<file path="src/rtl/bsa_pkg.sv">
// Shared definitions for the bit-serial adder: controller states and the
// default operand width.
package bsa_pkg;

    localparam int BSA_DEFAULT_WIDTH = 8;

    typedef enum logic [1:0] {
        IDLE  = 2'd0,
        SHIFT = 2'd1,
        DONE  = 2'd2
    } bsa_state_e;

endpackage

</file>
<file path="src/rtl/bit_serial_adder_if.sv">
// Request/result bundle of the bit-serial adder. The master side issues
// operands and start; the slave side (the adder) returns busy/done/sum/cout.
interface bit_serial_adder_if
    import bsa_pkg::*;
#(
    parameter int WIDTH = BSA_DEFAULT_WIDTH
);
    logic             start;
    logic [WIDTH-1:0] a;
    logic [WIDTH-1:0] b;
    logic             cin;
    logic             busy;
    logic             done;
    logic [WIDTH-1:0] sum;
    logic             cout;

    modport master (
        output start, a, b, cin,
        input  busy, done, sum, cout
    );

    modport slave (
        input  start, a, b, cin,
        output busy, done, sum, cout
    );
endinterface

</file>
<file path="src/rtl/full_add_cell.sv">
// Combinational 1-bit full adder; the only arithmetic element of the serial
// datapath.
module full_add_cell (
    input  logic x,
    input  logic y,
    input  logic ci,
    output logic s,
    output logic co
);
    logic p;

    // Propagate term shared by the sum and carry equations
    always_comb begin
        p  = x ^ y;
        s  = p ^ ci;
        co = (x & y) | (ci & p);
    end
endmodule

</file>
<file path="src/rtl/bit_serial_adder.sv">
// Bit-serial adder: {cout,sum} = a + b + cin, one bit per clock, LSB first,
// through a single full-add cell and a carry flop. done pulses for one cycle
// when the result is complete; sum/cout hold until the next accepted start.
module bit_serial_adder
    import bsa_pkg::*;
#(
    parameter int WIDTH = BSA_DEFAULT_WIDTH
) (
    input  logic               clk,
    input  logic               rst,
    bit_serial_adder_if.slave  bus
);
    localparam int CNT_W = $clog2(WIDTH);
    localparam logic [CNT_W-1:0] LAST_BIT = CNT_W'(WIDTH - 1);

    bsa_state_e       state_q, state_d;
    logic [CNT_W-1:0] cnt_q, cnt_d;
    logic [WIDTH-1:0] a_sh_q, a_sh_d;
    logic [WIDTH-1:0] b_sh_q, b_sh_d;
    logic             carry_q, carry_d;
    logic [WIDTH-1:0] sum_q, sum_d;
    logic             cout_q, cout_d;

    logic             cell_s;
    logic             cell_co;

    full_add_cell u_cell (
        .x  (a_sh_q[0]),
        .y  (b_sh_q[0]),
        .ci (carry_q),
        .s  (cell_s),
        .co (cell_co)
    );

    // Next-state and datapath update: load on accept, shift one bit per SHIFT cycle
    always_comb begin
        state_d = state_q;
        cnt_d   = cnt_q;
        a_sh_d  = a_sh_q;
        b_sh_d  = b_sh_q;
        carry_d = carry_q;
        sum_d   = sum_q;
        cout_d  = cout_q;
        case (state_q)
            IDLE: begin
                if (bus.start) begin
                    a_sh_d  = bus.a;
                    b_sh_d  = bus.b;
                    carry_d = bus.cin;
                    cnt_d   = '0;
                    sum_d   = '0;
                    cout_d  = 1'b0;
                    state_d = SHIFT;
                end
            end
            SHIFT: begin
                sum_d   = {cell_s, sum_q[WIDTH-1:1]};
                carry_d = cell_co;
                a_sh_d  = a_sh_q >> 1;
                b_sh_d  = b_sh_q >> 1;
                // The counter stops at the last bit index rather than wrapping
                if (cnt_q == LAST_BIT) begin
                    cout_d  = cell_co;
                    state_d = DONE;
                end else begin
                    cnt_d = cnt_q + 1'b1;
                end
            end
            DONE: begin
                state_d = IDLE;
            end
            default: begin
                state_d = IDLE;
            end
        endcase
    end

    // State, counter and datapath registers with synchronous reset
    always_ff @(posedge clk) begin
        if (rst) begin
            state_q <= IDLE;
            cnt_q   <= '0;
            a_sh_q  <= '0;
            b_sh_q  <= '0;
            carry_q <= 1'b0;
            sum_q   <= '0;
            cout_q  <= 1'b0;
        end else begin
            state_q <= state_d;
            cnt_q   <= cnt_d;
            a_sh_q  <= a_sh_d;
            b_sh_q  <= b_sh_d;
            carry_q <= carry_d;
            sum_q   <= sum_d;
            cout_q  <= cout_d;
        end
    end

    assign bus.busy = (state_q == SHIFT);
    assign bus.done = (state_q == DONE);
    assign bus.sum  = sum_q;
    assign bus.cout = cout_q;
endmodule

</file>
<file path="src/flat_wrapper.sv">
// flat-port wrapper written by rule: the top's interface ports become plain ports
module bit_serial_adder_flat import bsa_pkg::*;
#(
    parameter int WIDTH = BSA_DEFAULT_WIDTH
)
  (clk, rst, bus_start, bus_a, bus_b, bus_cin, bus_busy, bus_done, bus_sum, bus_cout);
  bit_serial_adder_if #(.WIDTH(WIDTH)) bus_i ();
  input  logic clk;
  input  logic rst;
  input wire logic [$bits(bus_i.start)-1:0] bus_start;
  input wire logic [$bits(bus_i.a)-1:0] bus_a;
  input wire logic [$bits(bus_i.b)-1:0] bus_b;
  input wire logic [$bits(bus_i.cin)-1:0] bus_cin;
  output wire logic [$bits(bus_i.busy)-1:0] bus_busy;
  output wire logic [$bits(bus_i.done)-1:0] bus_done;
  output wire logic [$bits(bus_i.sum)-1:0] bus_sum;
  output wire logic [$bits(bus_i.cout)-1:0] bus_cout;
  assign bus_i.start = bus_start;
  assign bus_i.a = bus_a;
  assign bus_i.b = bus_b;
  assign bus_i.cin = bus_cin;
  assign bus_busy = bus_i.busy;
  assign bus_done = bus_i.done;
  assign bus_sum = bus_i.sum;
  assign bus_cout = bus_i.cout;
  bit_serial_adder #(.WIDTH(WIDTH)) u_core (.clk(clk), .rst(rst), .bus(bus_i));
endmodule
</file>
<file path="config.mk">
export PLATFORM = sky130hd
export DESIGN_NAME = bit_serial_adder_flat
export DESIGN_NICKNAME = d
export VERILOG_FILES = /design/src/rtl/bsa_pkg.sv /design/src/rtl/bit_serial_adder_if.sv /design/src/rtl/full_add_cell.sv /design/src/rtl/bit_serial_adder.sv /design/src/flat_wrapper.sv
export SDC_FILE = /design/constraint.sdc
export NUM_CORES = 1
export LEC_CHECK = 0
export ABC_CLOCK_PERIOD_IN_PS = 2700
export CORE_ASPECT_RATIO = 1.75
export CORE_UTILIZATION = 45
export CTS_CLUSTER_DIAMETER = 30
export CTS_CLUSTER_SIZE = 16
export DETAILED_ROUTE_END_ITERATION = 8
export PLACE_DENSITY = 0.75
export SYNTH_ARGS = -nofsm -noshare
export SYNTH_HDL_FRONTEND = slang
export SYNTH_SLANG_ARGS = --single-unit
</file>
<file path="constraint.sdc">
create_clock -name clk -period 2.7 [get_ports clk]
set_input_delay 0.54 -clock clk [delete_from_list [all_inputs] [get_ports clk]]
set_output_delay 0.54 -clock clk [all_outputs]
set_load 0.02 [all_outputs]
</file>
==> run metrics <==
status=complete, but fails checks; failing checks=DRC; critical path required time=about 2200 ps; Final Hold Fails=0; Crit Path Max Fanout=11; initial DRC count=15; Die Y=75.5 um; CTS Hold Bufs=0; share of async-settable or async-resettable flops after synthesis=0; Global Route Usage Sum=0.195; met3 usage=0.0616; post-layout min period=2160 ps; # Post-CTS Setup Buffers=0; Top FF cell, synth=dfxtp_1; DRT Wirelength=about 2900 um; average wire per standard cell=13.9 um; vias in the first global route=1188; PostCTS Resize Cnt=0; Clock Latency Late Sink=~280 ps; first-pass GRT wire length=4840 um; GP Congestion=around 0.74; Slew headroom=0.602; fmax=0.463 GHz; RSZ-0062 raised after global routing=false; crit path DAT=1620 ps; largest net degree at the start of global routing=29; Critical Path End=bus_done; Reg2Reg Launch Point=u_core.state_q[1]$_SDFFE_PP0P_; Finished Layout Cells=205; Layout area overhead=27.1%; core area=0.00293 sq mm; ratio of total power to cell area=587 mW/mm^2; count of cell types in the netlist=30; period utilization=0.800; Ant. Diodes=0; grt peak-use layer=met2; M1 GR Usage=0.200; Placement Cell Area=0.00167 sq mm; synthesized instance count=~150; Initial Util=0.475; Crit. End Element=primary output; R2R depth=3; final setup fails=0; CTS root buffer=clkbuf_8; Clk pin slew, worst setup/hold paths=60 ps; Leakage=a little under 0.7 nW; placed cells=197; Detail Route Antenna Nets=0; number of CTS-inserted buffers=5; Worst VDD drop=0.000430 V; Syn Nets=169; most frequent cells in the layout=31 x dfxtp_1, 30 x clkdlybuf4s50_1, 26 x nor2_1; number of synthesized flops with an enable pin=0; synth warn=0; initial antenna violation count=0; Syn Area/Cell=approximately 9.5 sq um; ratio of cells with drive above 1 in the final layout=0.0847; gr ovfl total=0; Layout Nets=199; crit path launch=u_core.state_q[1]$_SDFFE_PP0P_; skew final=4.92 ps; # fillers=260; Max Buffers Root-to-Sink=2; Worst Hold Class=reg -> reg; die area=0.00332 sq mm; Worst setup SP type=flip-flop; CTS H-Tree Depth=2; FP Rows=26; part of the Yosys area used for sequential elements=0.446; num ports=31; reg-to-reg endpoint=u_core.b_sh_q[4]$_SDFFE_PP0P_; Min Hold Slack=a little under 500 ps; port bufs=30; die span in x=44.0 um; mapped cell area=0.00139 sq mm; Pre-Repair DR Iteration Count=6; DRC violations left=2; Reg2Reg Setup Slack=1200 ps; DPL Wire Length=2030 um; Via density=5.63; TritonCTS clock tree=yes; Slew Viols, Final=0; met2 usage=0.348; post-route cell area=0.00177 sq mm; Yosys reg bits=31; most common cell after layout, fill and taps aside=dfxtp_1; vias=1155; kind of critical path=reg -> out; Post-Route Setup TNS=0 ps; max-capacitance violation count=0; clock tree sinks=31; worst-margin pin slew=approximately 590 ps
## how the worst min path moves through the flow
stage                                              from                             to  slack, ps  cells after the start
after global placement    u_core.b_sh_q[7]$_SDFFE_PP0P_  u_core.b_sh_q[7]$_SDFFE_PP0P_        470                      2
after global routing       u_core.bus.cout$_SDFFE_PP0P_   u_core.bus.cout$_SDFFE_PP0P_        520                      2
after floorplan           u_core.a_sh_q[7]$_SDFFE_PP0P_  u_core.a_sh_q[7]$_SDFFE_PP0P_        450                      2
after CTS                 u_core.b_sh_q[7]$_SDFFE_PP0P_  u_core.b_sh_q[7]$_SDFFE_PP0P_        490                      2
final                     u_core.b_sh_q[7]$_SDFFE_PP0P_  u_core.b_sh_q[7]$_SDFFE_PP0P_        480                      2
after detailed placement  u_core.b_sh_q[7]$_SDFFE_PP0P_  u_core.b_sh_q[7]$_SDFFE_PP0P_        480                      2
## critical path: stages, from the launching register on
cell             delay (ps)
dfxtp_1                 550
nor2b_1                 180
clkdlybuf4s50_1         610
## final cells by class
type | instances | area [sq um] | area share
clock buffer | 8 | 100 | 0.0567
inverter | 6 | 22.5 | 0.0127
timing repair buffer | 35 | 338 | 0.191
multi-input combinational | 97 | 651 | 0.368
tap | 28 | 35.0 | 0.0198
sequential | 31 | 621 | 0.351
## report_power, final
part           total, mW  switching (mW)  leakage, nW  internal [mW]
clock network      0.397           0.164       0.0515          0.232
registers          0.498          0.0148        0.255          0.484
logic              0.143          0.0693        0.371         0.0734
## synthesized netlist by cell type, types with 2 or more instances
master	instances	area [sq um]
nor2_1	26	97.6
buf_2	2	10.0
nor2b_1	2	12.5
mux2i_1	15	150
a211oi_1	13	97.6
dfxtp_1	31	621
buf_4	2	15.0
a21oi_1	5	25.0
buf_6	4	45.0
nand2_1	4	15.0
a31oi_1	3	18.8
clkbuf_1	3	11.3
ha_1	2	25.0
inv_1	6	22.5
nand3b_1	2	15.0
a22oi_1	8	60.1
nand3_1	4	20.0
o21ai_0	2	10.0
## flip-flops by register name, indices dropped and copies added, names as in the netlist
| name | cells |
|---|---|
| u_core.b_sh_q | 8 |
| u_core.bus.sum | 8 |
| u_core.carry_q | 1 |
| u_core.bus.cout | 1 |
| u_core.state_q | 2 |
| u_core.a_sh_q | 8 |
| u_core.cnt_q | 3 |
## cell families after synthesis
logic type | count (synthesis) | synth area share
AO/OA/AOI/OAI | 37 | 0.192
multiplexers | 15 | 0.108
buffers and inverters | 18 | 0.0855
adder cells (fa/ha/maj) | 3 | 0.0324
AND/OR/NAND/NOR | 42 | 0.136
flip-flops | 31 | 0.446
## routing by layer
layer	part of all wire	up-vias	routed length [um]
li1	-	575	-
met4	0.016	0	45
met1	0.41	540	1170
met3	0.068	5	193
met5	0	-	0
met2	0.51	35	1440
## per-stage QoR
| step | worst slack (ps) | util | power, mW |
|---|---|---|---|
| after floorplan | 1240 | - | 0.605 |
| after global placement | 758 | 0.569 | 0.645 |
| after detailed placement | 662 | 0.569 | 0.651 |
| after CTS | 525 | 0.603 | 1.05 |
| after global routing | 464 | 0.603 | 1.08 |
| final | 541 | 0.603 | 1.04 |
Note: power is estimated with default switching activity, not from simulation.
